`config.mk`:
```
export PLATFORM = sky130hd
export DESIGN_NAME = arc_microsequencer
export DESIGN_NICKNAME = d
export VERILOG_FILES = /design/src/rtl/arc_microsequencer.sv
export SDC_FILE = /design/constraint.sdc
export NUM_CORES = 1
export LEC_CHECK = 0
export CAP_MARGIN = 20
export CORE_ASPECT_RATIO = 1.4
export CORE_MARGIN = 2
export CORE_UTILIZATION = 36
export CTS_CLUSTER_DIAMETER = 60
export CTS_CLUSTER_SIZE = 40
export DETAILED_ROUTE_END_ITERATION = 7
export PLACE_DENSITY = 0.89
export SETUP_SLACK_MARGIN = 0.15
export SYNTH_ARGS = -nofsm -noshare
export SYNTH_HDL_FRONTEND = slang
export SYNTH_SLANG_ARGS = --single-unit
```
`constraint.sdc`:
```
create_clock -name CLK -period 2.4 [get_ports CLK]
set_input_delay 0.48 -clock CLK [delete_from_list [all_inputs] [get_ports CLK]]
set_output_delay 0.48 -clock CLK [all_outputs]
set_load 0.005 [all_outputs]
```
`src/rtl/arc_microsequencer.sv`:
```
// arc_microsequencer: control-store address sequencer for the ARC microarchitecture.
// Evaluates the microword presented by the ROM each posedge and selects the next
// control-store address (increment, conditional/unconditional jump, opcode decode).
// It also handles memory-wait stalls and halt requests, and drives a per-cycle
// execute strobe for the datapath.
module arc_microsequencer #(
  parameter int MI_W       = 41,
  parameter int ADDR_W     = 11,
  parameter int RESET_ADDR = 0
) (
  input  logic              CLK,
  input  logic              RESET_N,
  input  logic [MI_W-1:0]   MI_IN,
  input  logic [1:0]        IR_OP,
  input  logic [5:0]        IR_OP3,
  input  logic              IR_B13,
  input  logic              PSR_N,
  input  logic              PSR_Z,
  input  logic              PSR_V,
  input  logic              PSR_C,
  input  logic              MEM_ACK,
  input  logic              HALT_REQ,
  output logic [ADDR_W-1:0] CS_ADDR,
  output logic              EXEC,
  output logic              STALL,
  output logic              HALTED
);

  typedef enum logic [1:0] {
    S_RESET = 2'd0,
    S_RUN   = 2'd1,
    S_WAIT  = 2'd2,
    S_HALT  = 2'd3
  } state_t;

  localparam logic [ADDR_W-1:0] RESET_VAL = ADDR_W'(RESET_ADDR);

  state_t              state_reg, state_next;
  logic [ADDR_W-1:0]   cs_addr_reg, cs_addr_next;
  logic                stall_reg, halted_reg;

  // Microword fields that affect sequencing; everything else is datapath-only.
  logic                mi_rd, mi_wr;
  logic [2:0]          mi_cond;
  logic [ADDR_W-1:0]   mi_jaddr;
  logic                mem_op;
  logic [ADDR_W-1:0]   seq_addr;
  logic                take_jump;

  assign mi_rd    = MI_IN[19];
  assign mi_wr    = MI_IN[18];
  assign mi_cond  = MI_IN[13:11];
  assign mi_jaddr = MI_IN[10:0];
  assign mem_op   = mi_rd | mi_wr;

  // Address the current word would advance to if it commits now.
  always_comb begin
    take_jump = 1'b0;
    seq_addr  = cs_addr_reg + 1'b1;   // wraps modulo 2^ADDR_W
    case (mi_cond)
      3'b001:  take_jump = PSR_N;
      3'b010:  take_jump = PSR_Z;
      3'b011:  take_jump = PSR_V;
      3'b100:  take_jump = PSR_C;
      3'b101:  take_jump = IR_B13;
      3'b110:  take_jump = 1'b1;
      default: take_jump = 1'b0;
    endcase
    if (mi_cond == 3'b111) begin
      seq_addr = {1'b1, IR_OP, IR_OP3, 2'b00};
    end else if (take_jump) begin
      seq_addr = mi_jaddr;
    end
  end

  // Next-state, commit strobe and next address; a word commits only when it executes.
  always_comb begin
    state_next   = state_reg;
    cs_addr_next = cs_addr_reg;
    EXEC         = 1'b0;
    case (state_reg)
      S_RESET: begin
        state_next = S_RUN;
      end
      S_RUN: begin
        if (HALT_REQ) begin
          state_next = S_HALT;
        end else if (mem_op && !MEM_ACK) begin
          state_next = S_WAIT;
        end else begin
          EXEC         = 1'b1;
          cs_addr_next = seq_addr;
        end
      end
      S_WAIT: begin
        // A pending access must finish before a halt can be honoured.
        if (MEM_ACK) begin
          EXEC         = 1'b1;
          cs_addr_next = seq_addr;
          state_next   = S_RUN;
        end
      end
      S_HALT: begin
        // The held word is re-evaluated in S_RUN once the halt is released.
        if (!HALT_REQ) begin
          state_next = S_RUN;
        end
      end
      default: begin
        state_next = S_RESET;
      end
    endcase
  end

  // State, address and status flags; reset acts immediately in any state.
  always_ff @(posedge CLK or negedge RESET_N) begin
    if (!RESET_N) begin
      state_reg   <= S_RESET;
      cs_addr_reg <= RESET_VAL;
      stall_reg   <= 1'b0;
      halted_reg  <= 1'b0;
    end else begin
      state_reg   <= state_next;
      cs_addr_reg <= cs_addr_next;
      stall_reg   <= (state_next == S_WAIT);
      halted_reg  <= (state_next == S_HALT);
    end
  end

  assign CS_ADDR = cs_addr_reg;
  assign STALL   = stall_reg;
  assign HALTED  = halted_reg;

  // Datapath-only fields are not used by the sequencer.
  logic unused_fields;
  assign unused_fields = ^{MI_IN[MI_W-1:20], MI_IN[17:14]};

endmodule

```
==> impl_results.rst <==
.. list-table::
   :header-rows: 1

   * - Metric
     - Value
   * - Result of the run
     - complete, no violations
   * - # fillers
     - 275
   * - Shortest clock period the worst path allows after layout
     - 2.11 ns
   * - Total die area
     - 3530 um2
   * - Synthesis-to-layout area growth
     - 53.2%
   * - Leak pwr
     - 0.717 nW
   * - Post-Syn Nets
     - 188
   * - Clock tree root buffer cell
     - clkbuf_8
   * - Class of the tightest hold or removal check
     - flop to flop
   * - Final Max Tran Viols
     - 0
   * - Width of the die
     - 50.8 um
   * - CP Class
     - input pin to output port
   * - Unrepaired setup endpoints after global routing
     - no
   * - Post-DR wirelength/cell
     - around 13 um
   * - Number of detailed-route iterations in the first pass
     - 4
   * - Via count of the first global-routing pass
     - 1,162
   * - Number of flip-flops under the largest register name
     - 11
   * - Hold path startpoint
     - CS_ADDR[0]$_DFFE_PN0P_
   * - Peak supply drop
     - between 0.0005 and 0.0006 V
   * - Max-Cap Viols
     - 0
   * - Number of failing setup endpoints in the final timing report
     - 0
   * - Clock insertion delay at the later pin of the skew report
     - 0.25 ns
   * - Total standard cell area after synthesis
     - 1100 um2
   * - Final setup TNS
     - 0 ns
   * - I/O pins
     - between 70 and 80
   * - Normalized max-slew margin
     - 52.3%
   * - Avg Vias per Cell
     - 5.17
   * - Clock tree from TritonCTS
     - done
   * - Fraction of synthesis flops using an asynchronous set or reset pin
     - 100%
   * - Hold violation total from the final report
     - 0
   * - Hpwl dp
     - approximately 2200 um
   * - CP Capture Type
     - output port
   * - Most frequent standard cell in the layout excluding fill and tap cells
     - clkdlybuf4s50_1
   * - Data required time of the worst path
     - ~1.9 ns
   * - Fraction of layout instances using a drive strength above 1
     - 8.99%
   * - Clock H-tree levels
     - 1
   * - Final cell count without fillers
     - 215
   * - Fin crit share
     - 87.7%
   * - Arr. time, crit path
     - 1.63 ns
   * - Final #Nets
     - 243
   * - Antenna-violating nets left
     - 0
   * - Worst Clk Skew
     - 0.00521 ns
   * - Number of standard cells after synthesis
     - 124
   * - Floorplan core area
     - 2910 um2
   * - Cell Pwr Density
     - 895 nW/um2
   * - Gate family responsible for the most delay along the worst path
     - buffers and inverters
   * - Post-synthesis sequential area ratio
     - 34.1%
   * - Final weighted congestion in routability-driven placement
     - 0.800
   * - Ordered list of cells on the worst path
     - clkdlybuf4s50_1 -> and2b_1 -> o21ai_0 -> a21boi_1 -> dlygate4sd2_1
   * - Number of DRC violations after detailed routing
     - 0
   * - Fmax achieved
     - between 400 and 500 MHz
   * - Post-Route WL
     - 2760 um
   * - Largest buffer count on any clock path
     - 2
   * - Floorplan row count
     - 23
   * - Yosys warning total
     - 0
   * - First-pass GRT wire length
     - 4650 um
   * - Post-Place Cells
     - 211
   * - Number of antenna violations at the first check in global routing
     - 0
   * - Critical Path Fanout Max
     - 3
   * - CP Launch Type
     - input pin
   * - CTS clock-pin slew for the worst setup and hold paths
     - 0.07 ns
   * - Pin count of the biggest net entering global routing
     - 16
   * - Die extent in y
     - 69.5 um
   * - Mean area per synthesized cell
     - 8.89 um2
   * - Buf+Inv Stages, Crit Path
     - 2
   * - Most used DFF post-synth
     - dfrtp_1
   * - Largest stage delay on the critical path
     - 0.47 ns
   * - Crit path max-delay cell type
     - clkdlybuf4s50_1
   * - CTS Hold Buffers Added
     - 0
   * - Overall power after layout
     - 1.51 mW
   * - Flop and latch count out of synthesis
     - 15
   * - Number of enable-type register cells in the synthesized netlist
     - 0
   * - Num CTS Buffers
     - 3
   * - First element of the critical path
     - HALT_REQ
   * - Routed vias
     - between 1,000 and 1,500
   * - Library cell with the largest summed area after synthesis
     - dfrtp_1
   * - Commonest cells after routing, fill and taps aside
     - clkdlybuf4s50_1, dfrtp_1, nor2_1, mux2i_1, a21oi_1
   * - Synth area leaders
     - dfrtp_1, mux2i_1, ha_1
   * - Transition at the pin with the smallest max-transition slack
     - 0.714 ns
   * - Aggregate global-route resource usage
     - around 17%
   * - Share of the synthesized area in the top cell type
     - 34.1%
   * - Overall overflow remaining after global route
     - 0
   * - Initial standard-cell utilization of the core
     - 37.9%
   * - Launching point of the worst reg2reg path
     - state_reg[0]$_DFF_PN0_
   * - Antenna diodes
     - 0
   * - Clock Sinks
     - 15
   * - Total of buffers placed on input and output ports
     - 46
   * - Distinct cell type count after synthesis
     - 33
   * - Iteration-0 DRC count of the detailed router
     - 25
## metrics by stage
stage	worst slack [ns]	utilization (%)	hold slack [ns]	cell area, um2
3_3_place_gp	0.0344	56.4	0.522	1640
5_1_grt	0.161	58.1	0.557	1690
6_report	0.295	58.1	0.540	1690
4_1_cts	0.235	58.1	0.546	1690
3_5_place_dp	0.0202	56.4	0.540	1640
2_1_floorplan	0.727	-	0.184	1100
## final timing paths
kind	to	slack [ns]	cells after the start
min in group asynchronous	CS_ADDR[4]$_DFFE_PN0P_	0.65	1
worst max-delay path	EXEC	0.29	5
worst min register to register	CS_ADDR[0]$_DFFE_PN0P_	0.54	1
max in group asynchronous	CS_ADDR[7]$_DFFE_PN0P_	1.29	1
worst min-delay path	CS_ADDR[0]$_DFFE_PN0P_	0.54	1
worst max register to register	CS_ADDR[8]$_DFFE_PN0P_	0.40	7
## area by class of cell
class / instances / area, um2 / share of cell area, %
Inverter: 5 / 18.8 / 1.11
Sequential cell: 15 / 375 / 22.2
Tap cell: 37 / 46.3 / 2.74
Multi-Input combinational cell: 101 / 688 / 40.7
Clock inverter: 1 / 7.51 / 0.444
Clock buffer: 3 / 41.3 / 2.44
Timing Repair Buffer: 53 / 512 / 30.3
## report_power, final
group / internal [mW] / leakage [nW] / total, mW / switching [mW]
clock network: 0.117 / 0.0217 / 0.213 / 0.0968
logic: 0.465 / 0.517 / 0.787 / 0.321
registers: 0.371 / 0.178 / 0.512 / 0.141
total: 0.953 / 0.717 / 1.51 / 0.559
## cell usage after synthesis (all sizes together), types with 2 or more instances
cell,count
nand3,9
inv,5
nand2,7
dfrtp,15
nor2b,2
mux2i,13
o21a,3
o211ai,3
nor3,2
xnor2,3
a2bb2oi,3
a21oi,11
buf,2
ha,6
nor2,14
o22ai,3
xor2,3
o21ai,8
## kinds of logic (layout without fill, tap and decap cells)
kind of cell / count (synthesis) / count (layout) / share of synthesized area (%)
buf+inv: 8 / 62 / 3.75
fa+ha+maj: 6 / 6 / 6.81
flops: 15 / 15 / 34.1
simple gates: 38 / 38 / 15.8
mux: 13 / 13 / 11.8
xor+xnor: 6 / 6 / 4.77
compound gates: 38 / 38 / 23.0
## routing by layer
| layer | up-vias | part of all wire, % | global-route usage, % |
|---|---|---|---|
| li1 | 562 | - | - |
| met1 | 517 | 40 | 16.8 |
| met2 | 33 | 54 | 31.7 |
| met3 | 0 | 5.7 | 4.09 |
| met4 | 0 | 0 | 6.61 |
| met5 | - | 0 | 0 |
## repair_timing
item | in CTS | in global routing
resized for setup | 2 | 2
gates cloned | 0 | 0
setup buffers | 0 | 0
endpoints found under the setup margin | 1 | 1
No activity file was read; power rests on OpenSTA's default activity.
